===== src/rtl/button_input_ctrl.sv =====
// button_input_ctrl: front end for the alarm-clock front-panel buttons.
// Synchronizes the raw pins, debounces them on a shared sample tick, and turns
// debounced levels into press, long-press and auto-repeat pulses. One hold/repeat
// timer is shared between buttons; the first newly pressed button owns it.
module button_input_ctrl #(
    parameter int NUM_BTN   = 4,
    parameter int TICK_DIV  = 100000,
    parameter int DEB_LEN   = 10,
    parameter int HOLD_MS   = 1000,
    parameter int REPEAT_MS = 200
) (
    input  logic                       clk,
    input  logic                       rst_n,
    input  logic [NUM_BTN-1:0]         btn_raw,
    input  logic                       enable,
    output logic                       tick_1ms,
    output logic [NUM_BTN-1:0]         btn_level,
    output logic [NUM_BTN-1:0]         btn_press,
    output logic [NUM_BTN-1:0]         btn_long,
    output logic [NUM_BTN-1:0]         btn_repeat,
    output logic                       busy,
    output logic [$clog2(NUM_BTN)-1:0] owner_idx
);

    localparam int TW   = $clog2(TICK_DIV);
    localparam int HMAX = (HOLD_MS > REPEAT_MS) ? HOLD_MS : REPEAT_MS;
    localparam int CW   = $clog2(HMAX);
    localparam int OW   = $clog2(NUM_BTN);

    localparam logic [1:0] ST_IDLE   = 2'd0;
    localparam logic [1:0] ST_HOLD   = 2'd1;
    localparam logic [1:0] ST_REPEAT = 2'd2;

    logic [NUM_BTN-1:0]              sync1_q;
    logic [NUM_BTN-1:0]              btn_s_q;
    logic [TW-1:0]                   tick_cnt_q, tick_cnt_d;
    logic                            tick;
    logic [NUM_BTN-1:0][DEB_LEN-1:0] sh_q, sh_d;
    logic [NUM_BTN-1:0]              level_q, level_d;
    logic [NUM_BTN-1:0]              press_q, press_d;
    logic [NUM_BTN-1:0]              long_q, long_d;
    logic [NUM_BTN-1:0]              rep_q, rep_d;
    logic [1:0]                      state_q, state_d;
    logic [OW-1:0]                   owner_q, owner_d;
    logic [OW-1:0]                   first_idx;
    logic [CW-1:0]                   hold_cnt_q, hold_cnt_d;

    // Two-flop synchronizer for the asynchronous button pins
    always_ff @(posedge clk or negedge rst_n) begin
        if (!rst_n) begin
            sync1_q <= '0;
            btn_s_q <= '0;
        end else begin
            sync1_q <= btn_raw;
            btn_s_q <= sync1_q;
        end
    end

    // Sample-tick divider; parked at zero while disabled so no tick can fire
    assign tick = enable && (tick_cnt_q == TW'(TICK_DIV - 1));

    always_comb begin
        tick_cnt_d = tick_cnt_q + 1'b1;
        if (!enable || tick) begin
            tick_cnt_d = '0;
        end
    end

    always_ff @(posedge clk or negedge rst_n) begin
        if (!rst_n) begin
            tick_cnt_q <= '0;
        end else begin
            tick_cnt_q <= tick_cnt_d;
        end
    end

    // Debounce shift on tick; level has hysteresis (all ones sets, all zeros clears)
    always_comb begin
        sh_d    = sh_q;
        level_d = level_q;
        for (int unsigned i = 0; i < NUM_BTN; i++) begin
            if (tick) begin
                sh_d[i] = {sh_q[i][DEB_LEN-2:0], btn_s_q[i]};
            end
            if (enable) begin
                if (&sh_q[i]) begin
                    level_d[i] = 1'b1;
                end else if (~|sh_q[i]) begin
                    level_d[i] = 1'b0;
                end
            end
        end
        press_d = enable ? (level_d & ~level_q) : '0;
    end

    always_ff @(posedge clk or negedge rst_n) begin
        if (!rst_n) begin
            sh_q    <= '0;
            level_q <= '0;
            press_q <= '0;
        end else begin
            sh_q    <= sh_d;
            level_q <= level_d;
            press_q <= press_d;
        end
    end

    // Lowest-index button among this cycle's new presses
    always_comb begin
        first_idx = '0;
        for (int unsigned i = NUM_BTN; i > 0; i--) begin
            if (press_d[i-1]) begin
                first_idx = OW'(i - 1);
            end
        end
    end

    // Hold/repeat arbiter. It acts on next-state press/level so ownership and
    // release line up with the edge where btn_press/btn_level change.
    always_comb begin
        state_d    = state_q;
        owner_d    = owner_q;
        hold_cnt_d = hold_cnt_q;
        long_d     = '0;
        rep_d      = '0;
        if (!enable) begin
            state_d    = ST_IDLE;
            owner_d    = '0;
            hold_cnt_d = '0;
        end else begin
            case (state_q)
                ST_IDLE: begin
                    if (|press_d) begin
                        state_d    = ST_HOLD;
                        owner_d    = first_idx;
                        hold_cnt_d = '0;
                    end
                end
                ST_HOLD, ST_REPEAT: begin
                    if (!level_d[owner_q]) begin
                        state_d    = ST_IDLE;
                        owner_d    = '0;
                        hold_cnt_d = '0;
                    end else if (tick) begin
                        if (state_q == ST_HOLD) begin
                            if (hold_cnt_q == CW'(HOLD_MS - 1)) begin
                                long_d[owner_q] = 1'b1;
                                hold_cnt_d      = '0;
                                state_d         = ST_REPEAT;
                            end else begin
                                hold_cnt_d = hold_cnt_q + 1'b1;
                            end
                        end else begin
                            if (hold_cnt_q == CW'(REPEAT_MS - 1)) begin
                                rep_d[owner_q] = 1'b1;
                                hold_cnt_d     = '0;
                            end else begin
                                hold_cnt_d = hold_cnt_q + 1'b1;
                            end
                        end
                    end
                end
                default: begin
                    state_d    = ST_IDLE;
                    owner_d    = '0;
                    hold_cnt_d = '0;
                end
            endcase
        end
    end

    always_ff @(posedge clk or negedge rst_n) begin
        if (!rst_n) begin
            state_q    <= ST_IDLE;
            owner_q    <= '0;
            hold_cnt_q <= '0;
            long_q     <= '0;
            rep_q      <= '0;
        end else begin
            state_q    <= state_d;
            owner_q    <= owner_d;
            hold_cnt_q <= hold_cnt_d;
            long_q     <= long_d;
            rep_q      <= rep_d;
        end
    end

    assign tick_1ms   = tick;
    assign btn_level  = level_q;
    assign btn_press  = press_q;
    assign btn_long   = long_q;
    assign btn_repeat = rep_q;
    assign busy       = (state_q != ST_IDLE);
    assign owner_idx  = owner_q;

endmodule

===== config.mk =====
export PLATFORM = sky130hd
export DESIGN_NAME = button_input_ctrl
export DESIGN_NICKNAME = d
export VERILOG_FILES = /design/src/rtl/button_input_ctrl.sv
export SDC_FILE = /design/constraint.sdc
export NUM_CORES = 1
export LEC_CHECK = 0
export ABC_CLOCK_PERIOD_IN_PS = 3000
export BUFFER_PORTS_ARGS = -buffer_cell sky130_fd_sc_hd__buf_4
export CAP_MARGIN = 0
export CORE_MARGIN = 3
export CORE_UTILIZATION = 62
export CTS_BUF_LIST = sky130_fd_sc_hd__clkbuf_8
export DETAILED_ROUTE_END_ITERATION = 12
export PLACE_DENSITY = 0.81
export REMOVE_ABC_BUFFERS = 1
export SYNTH_ARGS = -nofsm -noshare
export SYNTH_HDL_FRONTEND = slang
export SYNTH_SLANG_ARGS = --single-unit

===== constraint.sdc =====
create_clock -name clk -period 3 [get_ports clk]
set_clock_uncertainty 0.15 [all_clocks]
set_input_delay 0.6 -clock clk [delete_from_list [all_inputs] [get_ports clk]]
set_output_delay 0.6 -clock clk [all_outputs]
set_load 0.005 [all_outputs]

# [After elaboration in Yosys (flattened, before gate mapping)]
# Index checks and enable logic that the tools add are counted.
[totals] n_memories=0 mem_bits_rw=0 elab_cells=102 in_bits=7 romBits=0 regBits=95 latch_bits=0 out_inout_bits=20
[op_classes] n_bitwise=2 mux=53 order_cmp=2 shift=0 eq_ne=10 n_addsub=2 div_mod_pow=0 n_mul=0 n_reduce_logical=19
[ops] cell="two-way mux 10 bit" count=7
[ops] cell="two-way mux 4 bit" count=13
[ops] cell="AND reduction 10 bit" count=4
[ops] cell="OR reduction 10 bit" count=4
[ops] cell="two-way mux 2 bit" count=13
[ops] cell="case mux 10 bit (2 select lines)" count=1
[ops] cell="adder 17 x 1 -> 17 bit, second input constant" count=1
[ops] cell="== test 17 bit, second input constant" count=1
[ops] cell="two-way mux 17 bit" count=1
[ops] cell="two-way mux 1 bit" count=14
[ops] cell="inequality test 4 bit, second input constant" count=3
[ops] cell="adder 10 x 1 -> 10 bit, second input constant" count=1
[ops] cell="== test 10 bit, second input constant" count=1
[ops] cell="== test 10 x 8 -> 1 bit, second input constant" count=1
[ops] cell="case mux 2 bit (2 select lines)" count=2
[ops] cell="inequality test 3 bit, second input constant" count=2
[ops] cell="AND 4 bit" count=1
[ops] cell="inverter 4 bit" count=1
[ops] cell="AND reduction 2 bit" count=2
[ops] cell="AND reduction 4 bit" count=1
[ops] cell="OR reduction 4 bit" count=1
[ops] cell="< comparator 2 x 3 -> 1 bit, second input constant" count=1
[ops] cell="binary-select mux 1 bit (select 2 bit)" count=1
[ops] cell="demux 1 bit (select 2 bit)" count=1
[ops] cell="9 further kinds" count=10

# [Logic depth before layout (Yosys ltp)]
# Gate-level depths: netlist of the first run.
[logic_depth] depth_word=13 mapped_depth=10 depth_no_buf=9

# [Worst setup path after synthesis of the first run]
# OpenSTA, ideal clock, no wires.
[synth_timing] path_kind="input-to-reg" startpoint="input port enable" endpoint="register hold_cnt_q[9]" path_slack_ps=280 setup_time_ps=79 path_buffers=1 arrival_ps=2492 path_stages=8 path_cell_list="nand4_1 or3_1 or2_4 and2_4 buf_6 or4_1 or3_1 a21oi_1"
[synth_between] elab_chain_len=6 elab_cells_between_ends=16 classes_between="eq/ne (2); mux (10); bitwise (1); reduce/logical (3)"
[synth_lines] element="from (decl)" line="15" source="input logic enable,"
[synth_lines] element="two-way mux 1 bit" line="85" source="if (enable) begin"
[synth_lines] element="binary-select mux 1 bit (select 2 bit) or AND 4 bit (tied branches)" line="140, 93"
[synth_lines] element="two-way mux 1 bit (implied by the code) or two-way mux 4 bit (tied branches)" line="140, 93"
[synth_lines] element="two-way mux 10 bit or OR reduction 4 bit (tied branches)" line="140, 133"
[synth_lines] element="case mux 10 bit (2 select lines) or inequality test 3 bit (tied branches)"
[synth_lines] element="two-way mux 10 bit or AND reduction 2 bit (tied branches)"
[synth_lines] element="to (signal assigned)" line="182" source="hold_cnt_q <= hold_cnt_d;"
[synth_lines] element="to (decl)" line="46" source="logic [CW-1:0] hold_cnt_q, hold_cnt_d;"
# Several ways; a longest one is shown, not always the timed one. The select of a mux whose other input is x is not followed.
# A chain may end at the register's enable or synchronous reset.

# [Worst setup path in the final report of the first run]
[layout_timing] startpoint="register sh_q[8] in the netlist's numbering" endpoint="register hold_cnt_q[9]"
[layout_between] elab_chain_len=9 elab_cells_between_ends=16 classes_between="eq/ne (2); mux (9); bitwise (1); reduce/logical (4)"
[layout_lines] element="from (decl)" line="38" source="logic [NUM_BTN-1:0][DEB_LEN-1:0] sh_q, sh_d;"
[layout_lines] element="from (signal assigned)" line="98" source="sh_q <= '0;"
[layout_lines] element="from (signal assigned)" line="102" source="sh_q <= sh_d;"
[layout_lines] element="OR reduction 10 bit" line="88" source="end else if (~|sh_q[i]) begin"
[layout_lines] element="two-way mux 1 bit" line="88"
[layout_lines] element="two-way mux 1 bit (*)" line="86" source="if (&sh_q[i]) begin"
[layout_lines] element="two-way mux 1 bit (*)" line="85"
[layout_lines] element="binary-select mux 1 bit (select 2 bit) or AND 4 bit (tied branches)" line="140, 93"
[layout_lines] element="two-way mux 1 bit (implied by the code) or two-way mux 4 bit (tied branches)" line="140, 93"
[layout_lines] element="two-way mux 10 bit or OR reduction 4 bit (tied branches)" line="140, 133"
[layout_lines] element="case mux 10 bit (2 select lines) or inequality test 3 bit (tied branches)"
[layout_lines] element="two-way mux 10 bit or AND reduction 2 bit (tied branches)"
# Every way passes the cells marked *; elsewhere a longest branch is shown, timed or not. The select of a mux whose other input is x is not followed.

==> reports/results.txt, run 1 <==
largest area contributor in the netlist: sky130_fd_sc_hd__dfrtp_1
multiplexer area fraction after synthesis: 0.00506
Die Width: 88.4 um
placed instance area: 0.00452 mm2
average routed wire per standard cell: 15.3 um
share of synthesized flip-flops with an asynchronous set or reset: 1.00
Gate Count Post-Synth: 447
post-synthesis share of cell area spent on xor and xnor gates: 0.0333
arithmetic-cell share of the synthesized area counting full adders, half adders and majority gates: 0.0178
Max-Cap Viols: 0
delay of the slowest critical-path stage: 580 ps
Antenna Violating Nets Remaining: 0
worst setup path category: reg -> reg
largest family of logic cells by synthesized area: simple AND/OR/NAND/NOR gates
end of the critical path: hold_cnt_q[9]$_DFFE_PN0P_
antenna violations before repair: 0
clock slew at reported path FFs: 90 ps
Die ar.: 0.00781 mm2
number of hold violations in the final report: 0
Syn-to-layout area delta: 12.4%
worst path cell trace: nand4_1 -> o41ai_1 -> a211oi_1 -> and2_4 -> or4_1 -> or3_1 -> a21oi_1
required time worst endpoint: 3140 ps
most used standard cells in the synthesized netlist: 135 x sky130_fd_sc_hd__nand2_1, 95 x sky130_fd_sc_hd__dfrtp_1, 34 x sky130_fd_sc_hd__nor2_1, 18 x sky130_fd_sc_hd__nand4_1, 16 x sky130_fd_sc_hd__nand3_1
detailed-route via count: 3,218
number of buffers added to fix hold violations after cts: 0
Synth Flop Type: sky130_fd_sc_hd__dfrtp_1
kind of end point of the critical path: register
effective utilization at floorplan: 0.651
post-route setup TNS: 0 ps
syn_area_per_cell: 9.41 um2
kind of path behind the tightest hold check: in -> async
htree depth: 3
share of Yosys cell area claimed by the top area cell type: 0.565
Post-CTS Repair Setup Buffers: 0
post-detail-place hpwl: 5830 um
slack of the worst reg-to-reg path: 240 ps
cell with the most instances after synthesis: sky130_fd_sc_hd__nand2_1
DP Cell Count: 545
top cells by area, synth: sky130_fd_sc_hd__dfrtp_1 57%, sky130_fd_sc_hd__nand2_1 12%, sky130_fd_sc_hd__nor2_1 3.0%
combined global-route utilization of all metal layers: 0.244
aggregate routed wire length: 8590 um
gp weighted congestion: 0.870
final worst path period share: 0.919
number of gates given a new drive strength after cts: 0
simple logic cell fraction of the synthesized area: 0.293
largest fanout on the critical path: 4
post-route worst hold slack: 91.5 ps
layout net count: 492
Slew HR: 0.541
height of the chip: 88.4 um
number of diodes added for antenna fixing: 0
final slew viol count: 0
number of core rows: 29
vias in the first global route: 3,145
non-filler instance count after layout: 561
achievable frequency: 363 MHz
total leakage power: 2.31 nW
Clock Sinks: 95
DRC marker count from the first detailed-route iteration: 138
drc violations: 0
area of the mapped netlist: 0.00421 mm2
Worst Setup Start Kind: register
RR Startpoint: sh_q[8]$_DFFE_PN0P_
number of primary I/O pins: 27
unrepaired setup endpoints after global routing: no
clock root buffer: sky130_fd_sc_hd__clkbuf_8
insertion delay to the later sink of the worst-skew pair: 360 ps
post-synthesis compound-gate area fraction: 0.0601
fraction of layout instances using a drive strength above 1: 0.124
final design instance area without fill: 0.00473 mm2
worst-margin pin slew: 686 ps
Synth Register Bits: 95
share of the yosys chip area belonging to registers: 0.565
Max clock buf depth: 2
startpoint of the most critical setup path: sh_q[8]$_DFFE_PN0P_
Port Buffer Count: 26
clock tree from TritonCTS: yes
Placeable Area: 0.00646 mm2
Ys Warns: 0
r2r worst-path depth: 7
TritonCTS buffer count: 9
library cells used by synthesis: 43
drt pass-1 iters: 4
final setup vio count: 0
run status: complete, no violations
time the worst path needs with I/O delays and setup: 2760 ps
first-pass GRT wire length: 14,600 um
detailed-route vias per instance: 5.74
endpoint of the worst register-to-register path: hold_cnt_q[9]$_DFFE_PN0P_
Critical Path AT: 2900 ps
worst vdd rail ir drop: 487 uV
Congestion Overflow GR: 0
power density relative to cell area: 532 mW/mm2
CP max stage cell: sky130_fd_sc_hd__o41ai_1
largest net degree at the start of global routing: 96
number of flops mapped to enable cells by yosys: 0
final-layout fill cell count: 483
==> sequential cells by signal (all words and copies together), names as in the netlist <==
register and cells:
btn_long 4, sync1_q 4, btn_repeat 4, btn_s_q 4, sh_q 40, btn_level 4
state_q 2, hold_cnt_q 10, tick_cnt_q 17, btn_press 4, owner_idx 2
==> worst min path at each step <==
stage	depth (start not counted)	endpoint	from	slack [ps]
3_5_place_dp	0	btn_s_q[1]$_DFF_PN0_	sync1_q[1]$_DFF_PN0_	190
2_1_floorplan	0	btn_level[0]$_DFF_PN0_	rst_n	150
5_1_grt	2	tick_cnt_q[8]$_DFF_PN0_	rst_n	140
4_1_cts	2	tick_cnt_q[11]$_DFF_PN0_	rst_n	150
3_3_place_gp	0	btn_s_q[3]$_DFF_PN0_	sync1_q[3]$_DFF_PN0_	180
6_report	2	tick_cnt_q[8]$_DFF_PN0_	rst_n	90
==> logic make-up (layout without fill, tap and decap cells) <==
logic type / count (synthesis) / count (layout)
compound gates: 41 / 41
xor+xnor: 16 / 16
fa+ha+maj: 6 / 6
buf+inv: 26 / 63
flops: 95 / 95
mux: 2 / 2
simple gates: 261 / 261
==> worst max-delay path: cells and delay by family, from the launching register on <==
family / cells / cell delay (ps)
flip-flops: 1 / 400
AO/OA/AOI/OAI: 3 / 900
AND/OR/NAND/NOR: 4 / 1240
==> layer usage <==
metal | vias up | track usage | routed length [um]
met1 | 1564 | 0.325 | 3980
met3 | 14 | 0.0503 | 284
met2 | 50 | 0.392 | 4180
met5 | - | 0 | 0
li1 | 1590 | - | -
met4 | 0 | 0.0989 | 151
==> cell usage in the layout, fill, tap and decap left out, types with 3 or more instances in the layout <==
cell                       netlist  routed
sky130_fd_sc_hd__nand2_1       135     135
sky130_fd_sc_hd__dfrtp_1        95      95
sky130_fd_sc_hd__buf_4           0      34
sky130_fd_sc_hd__nor2_1         34      33
sky130_fd_sc_hd__nand4_1        18      18
sky130_fd_sc_hd__nand3_1        16      16
sky130_fd_sc_hd__a21oi_1        13      13
sky130_fd_sc_hd__inv_1          12      12
sky130_fd_sc_hd__o21ai_0        12      12
sky130_fd_sc_hd__xor2_1         11      11
sky130_fd_sc_hd__clkbuf_8        0      11
sky130_fd_sc_hd__nor4_1          8       8
sky130_fd_sc_hd__or3_1           8       8
sky130_fd_sc_hd__nor3_1          8       8
sky130_fd_sc_hd__or4_1           6       6
sky130_fd_sc_hd__ha_1            6       6
sky130_fd_sc_hd__xnor2_1         5       5
sky130_fd_sc_hd__o31ai_1         4       4
sky130_fd_sc_hd__nor4b_1         4       4
sky130_fd_sc_hd__o41ai_1         4       4
sky130_fd_sc_hd__and3_1          3       3
sky130_fd_sc_hd__or2_2           3       3
==> final cells by class <==
| type | instances | area (um2) | area share |
|---|---|---|---|
| flip-flops and latches | 95 | 2380 | 0.503 |
| multi-input cells | 326 | 1730 | 0.365 |
| repair buffers | 35 | 275 | 0.0582 |
| clock buffers | 11 | 151 | 0.0320 |
| well taps | 77 | 96.3 | 0.0204 |
| clock inverters | 5 | 56.3 | 0.0119 |
| inverters | 12 | 45.0 | 0.00953 |
==> per-stage QoR <==
| step | total power (W) | setup slack (ps) | util |
|---|---|---|---|
| 5_1_grt | 0.00263 | 74.7 | 0.732 |
| 6_report | 0.00252 | 243 | 0.732 |
| 2_1_floorplan | 0.00153 | -104 | - |
| 4_1_cts | 0.00253 | 277 | 0.732 |
| 3_5_place_dp | 0.00167 | 57.4 | 0.700 |
| 3_3_place_gp | 0.00166 | 144 | 0.700 |
==> power by group <==
group          switching, W  internal (W)  total (W)  leakage [nW]
Sequential        0.0000306       0.00130    0.00134          1.30
Clock              0.000433      0.000429   0.000862         0.105
Combinational      0.000192      0.000127   0.000319         0.901
(Power assumes the default switching activity.)
==> inputs of run 2 (changes only) <==
--- a/config.mk
+++ b/config.mk
@@ -5,15 +5,17 @@
 export SDC_FILE = /design/constraint.sdc
 export NUM_CORES = 1
 export LEC_CHECK = 0
+export ABC_AREA = 1
 export ABC_CLOCK_PERIOD_IN_PS = 3000
 export BUFFER_PORTS_ARGS = -buffer_cell sky130_fd_sc_hd__buf_4
 export CAP_MARGIN = 0
 export CORE_MARGIN = 3
-export CORE_UTILIZATION = 62
+export CORE_UTILIZATION = 63
 export CTS_BUF_LIST = sky130_fd_sc_hd__clkbuf_8
 export DETAILED_ROUTE_END_ITERATION = 12
-export PLACE_DENSITY = 0.81
+export PLACE_DENSITY = 0.82
 export REMOVE_ABC_BUFFERS = 1
+export SLEW_MARGIN = 25
 export SYNTH_ARGS = -nofsm -noshare
 export SYNTH_HDL_FRONTEND = slang
 export SYNTH_SLANG_ARGS = --single-unit
==> run 2 against run 1 <==
Compared with the run above: design area increased by 9.1%; critical path depth increased by 1; highest routed layer unchanged; critical endpoint is now tick_1ms; die area increased by 8.9%; clock power decreased by 9.4%; final cell count increased by 21%.
==> reports/results.txt, run 2 <==
run status: complete, no violations
endpoint of the worst register-to-register path: btn_repeat[0]$_DFF_PN0_
gp weighted congestion: 0.850
top register by number of flip-flops: sh_q
PnR worst setup slack: 360 ps
number of gates given a new drive strength after cts: 0
number of hold violations in the final report: 0
average routed wire per standard cell: 13.2 um
Placeable Area: 0.00698 mm2
kind of path behind the tightest hold check: in -> async
Clk network pwr share: 0.309
htree depth: 3
most used standard cells in the synthesized netlist: 108 x sky130_fd_sc_hd__nand2_1, 95 x sky130_fd_sc_hd__dfrtp_1, 83 x sky130_fd_sc_hd__inv_1, 69 x sky130_fd_sc_hd__nor2_1, 31 x sky130_fd_sc_hd__nand3_1
number of buffers added to fix hold violations after cts: 0
aggregate routed wire length: 9000 um
Post-CTS Repair Setup Buffers: 0
power after layout: 0.00253 W
post-synthesis share of cell area spent on xor and xnor gates: 0.0150
combined global-route utilization of all metal layers: 0.230
number of core rows: 30
Sw Ratio: 0.296
layout net count: 593
final setup vio count: 0
height of the chip: 92.2 um
largest family of logic cells by synthesized area: simple AND/OR/NAND/NOR gates
Slew HR: 0.510
Port Buffer Count: 26
Switching Power: 0.000749 W
number of flip-flops under the largest register name: 40
required time worst endpoint: 2250 ps
number of primary I/O pins: 27
final worst path period share: 0.880
unrepaired setup endpoints after global routing: no
vias in the first global route: 3,507
Max-Cap Viols: 0
RR Startpoint: tick_cnt_q[0]$_DFF_PN0_
syn_area_per_cell: 8.50 um2
Clock Sinks: 95
effective utilization at floorplan: 0.671
Gate Count Post-Synth: 551
utilization after layout: 0.738
post-synthesis compound-gate area fraction: 0.0716
r2r worst-path depth: 10
worst-margin pin slew: 734 ps
largest fanout on the critical path: 5
detailed-route vias per instance: 5.30
number of diodes added for antenna fixing: 0
time the worst path needs with I/O delays and setup: 2640 ps
cell with the most instances after synthesis: sky130_fd_sc_hd__nand2_1
DRC marker count from the first detailed-route iteration: 224
final slew viol count: 0
met2 capacity usage during global routing: 0.381
largest registers: sh_q: 40 flops, tick_cnt_q: 17 flops, hold_cnt_q: 10 flops
largest net degree at the start of global routing: 59
worst vdd rail ir drop: 256 uV
most utilized layer in the global route result: met2
TritonCTS buffer count: 9
insertion delay to the later sink of the worst-skew pair: 360 ps
drc violations: 0
largest area contributor in the netlist: sky130_fd_sc_hd__dfrtp_1
clock slew at reported path FFs: 90 ps
Worst Setup Start Kind: register
area of the mapped netlist: 0.00468 mm2
power density relative to cell area: 491 mW/mm2
buffers plus inverters on the worst setup path: 3
Antenna Violating Nets Remaining: 0
CP max stage cell: sky130_fd_sc_hd__dfrtp_1
Critical Path AT: 1890 ps
leading cell types in the layout, fill and taps excluded: 108 x sky130_fd_sc_hd__nand2_1, 95 x sky130_fd_sc_hd__dfrtp_1, 83 x sky130_fd_sc_hd__inv_1, 69 x sky130_fd_sc_hd__nor2_1, 30 x sky130_fd_sc_hd__nand3_1
setup slack at placement: 580 ps
slack of the worst reg-to-reg path: 810 ps
family of cells with the greatest summed delay on the critical path: simple AND/OR/NAND/NOR gates
Ys Warns: 0
portion of total power attributed to sequential cells: 0.528
cell internal pwr: 0.00178 W
total leakage power: 2.75 nW
Die Width: 92.2 um
arithmetic-cell share of the synthesized area counting full adders, half adders and majority gates: 0.0160
clock root buffer: sky130_fd_sc_hd__clkbuf_8
worst setup path category: reg -> out
startpoint of the most critical setup path: tick_cnt_q[0]$_DFF_PN0_
Comb power frac: 0.164
top cells by area, synth: sky130_fd_sc_hd__dfrtp_1 51%, sky130_fd_sc_hd__nand2_1 8.7%, sky130_fd_sc_hd__inv_1 6.7%
multiplexer area fraction after synthesis: 0.0342
grt met1 use: 0.305
achievable frequency: 379 MHz
antenna violations before repair: 0
detailed-route via count: 3,606
fraction of layout instances using a drive strength above 1: 0.135
Syn-to-layout area delta: 10.1%
met3 demand-to-capacity share in global routing: 0.0443
Synth Register Bits: 95
first-pass GRT wire length: 15,700 um
leading cell type in the layout, fill and taps excluded: sky130_fd_sc_hd__nand2_1
Max clock buf depth: 2
Congestion Overflow GR: 0
share of Yosys cell area claimed by the top area cell type: 0.508
number of flops mapped to enable cells by yosys: 0
share of the yosys chip area belonging to registers: 0.508
final-layout fill cell count: 539
drt pass-1 iters: 4
kind of end point of the critical path: output pin
simple logic cell fraction of the synthesized area: 0.273
library cells used by synthesis: 39
Synth Flop Type: sky130_fd_sc_hd__dfrtp_1
worst path cell trace: ha_1 -> nand2_1 -> inv_1 -> nand3_1 -> nor4_1 -> nand2_1 -> inv_1 -> buf_4
post-route setup TNS: 0 ps
post-detail-place hpwl: 6410 um
clock tree from TritonCTS: yes
Die ar.: 0.00850 mm2
share of synthesized flip-flops with an asynchronous set or reset: 1.00
delay of the slowest critical-path stage: 380 ps
run 2: cell count changes after synthesis, moves of 9 or more:
cell,change
sky130_fd_sc_hd__nand3_1,+15
sky130_fd_sc_hd__o21ai_0,+12
sky130_fd_sc_hd__mux2i_1,+15
sky130_fd_sc_hd__nand2_2,+9
sky130_fd_sc_hd__inv_1,+71
sky130_fd_sc_hd__nor2_1,+35
sky130_fd_sc_hd__nand2_1,-27
run 2: through the flow:
step                      hold WS [ps]  std cells  instance area (um2)
after CTS                          160        680                 5150
after floorplan                    154        539                 4610
after detailed placement           185        665                 4970
after global placement             183        665                 4970
after global routing               178        680                 5150
final                              142        680                 5150
run 2: cells by family (layout without fill, tap and decap cells):
group | count (synthesis) | count (layout)
and+or+nand+nor | 272 | 272
buffers and inverters | 96 | 129
DFF | 95 | 95
AOI/OAI and AO/OA | 58 | 58
muxes | 16 | 16
xor gates and xnor gates | 8 | 8
adders and majority gates | 6 | 6
run 2: final cells by class:
class                           count  area [um2]  area share
Sequential cell                    95        2380       0.461
Multi-Input combinational cell    360        1920       0.373
Inverter                           84         315      0.0612
Timing Repair Buffer               30         238      0.0461
Clock buffer                       11         151      0.0294
Tap cell                           96         120      0.0233
Clock inverter                      4        30.0     0.00583
run 2: power groups by stage:
stage               registers [W]  logic [W]  clock network, W
finish                    0.00133   0.000414          0.000781
global route              0.00134   0.000467          0.000847
CTS                       0.00133   0.000416          0.000794
detailed placement        0.00136   0.000414                 0
global placement          0.00136   0.000403                 0
floorplan                 0.00135   0.000295                 0
run 2: worst max-delay path by stage:
stage | to | slack [ps] | cells after the start
after floorplan | sh_q[0]$_DFFE_PN0P_ | 190 | 8
after global placement | state_q[1]$_DFFE_PN0P_ | 670 | 12
after global routing | tick_1ms | 160 | 8
after detailed placement | hold_cnt_q[1]$_DFFE_PN0P_ | 580 | 12
after CTS | tick_1ms | 320 | 8
final | tick_1ms | 360 | 8
run 2: worst reg2reg max path, delay by kind of cell, from the launching register on:
kind	cells	cell delay [ps]
flip-flops	1	380
AND/OR/NAND/NOR	7	1110
adder cells (fa/ha/maj)	1	170
buffers and inverters	2	320
run 2: layer usage:
layer  share of wire  wire length (um)  up-vias
met5               0                 0        -
met4           0.014               129        0
met3           0.034               303       14
met2            0.49              4410       57
met1            0.46              4160     1714
li1                -                 -     1821
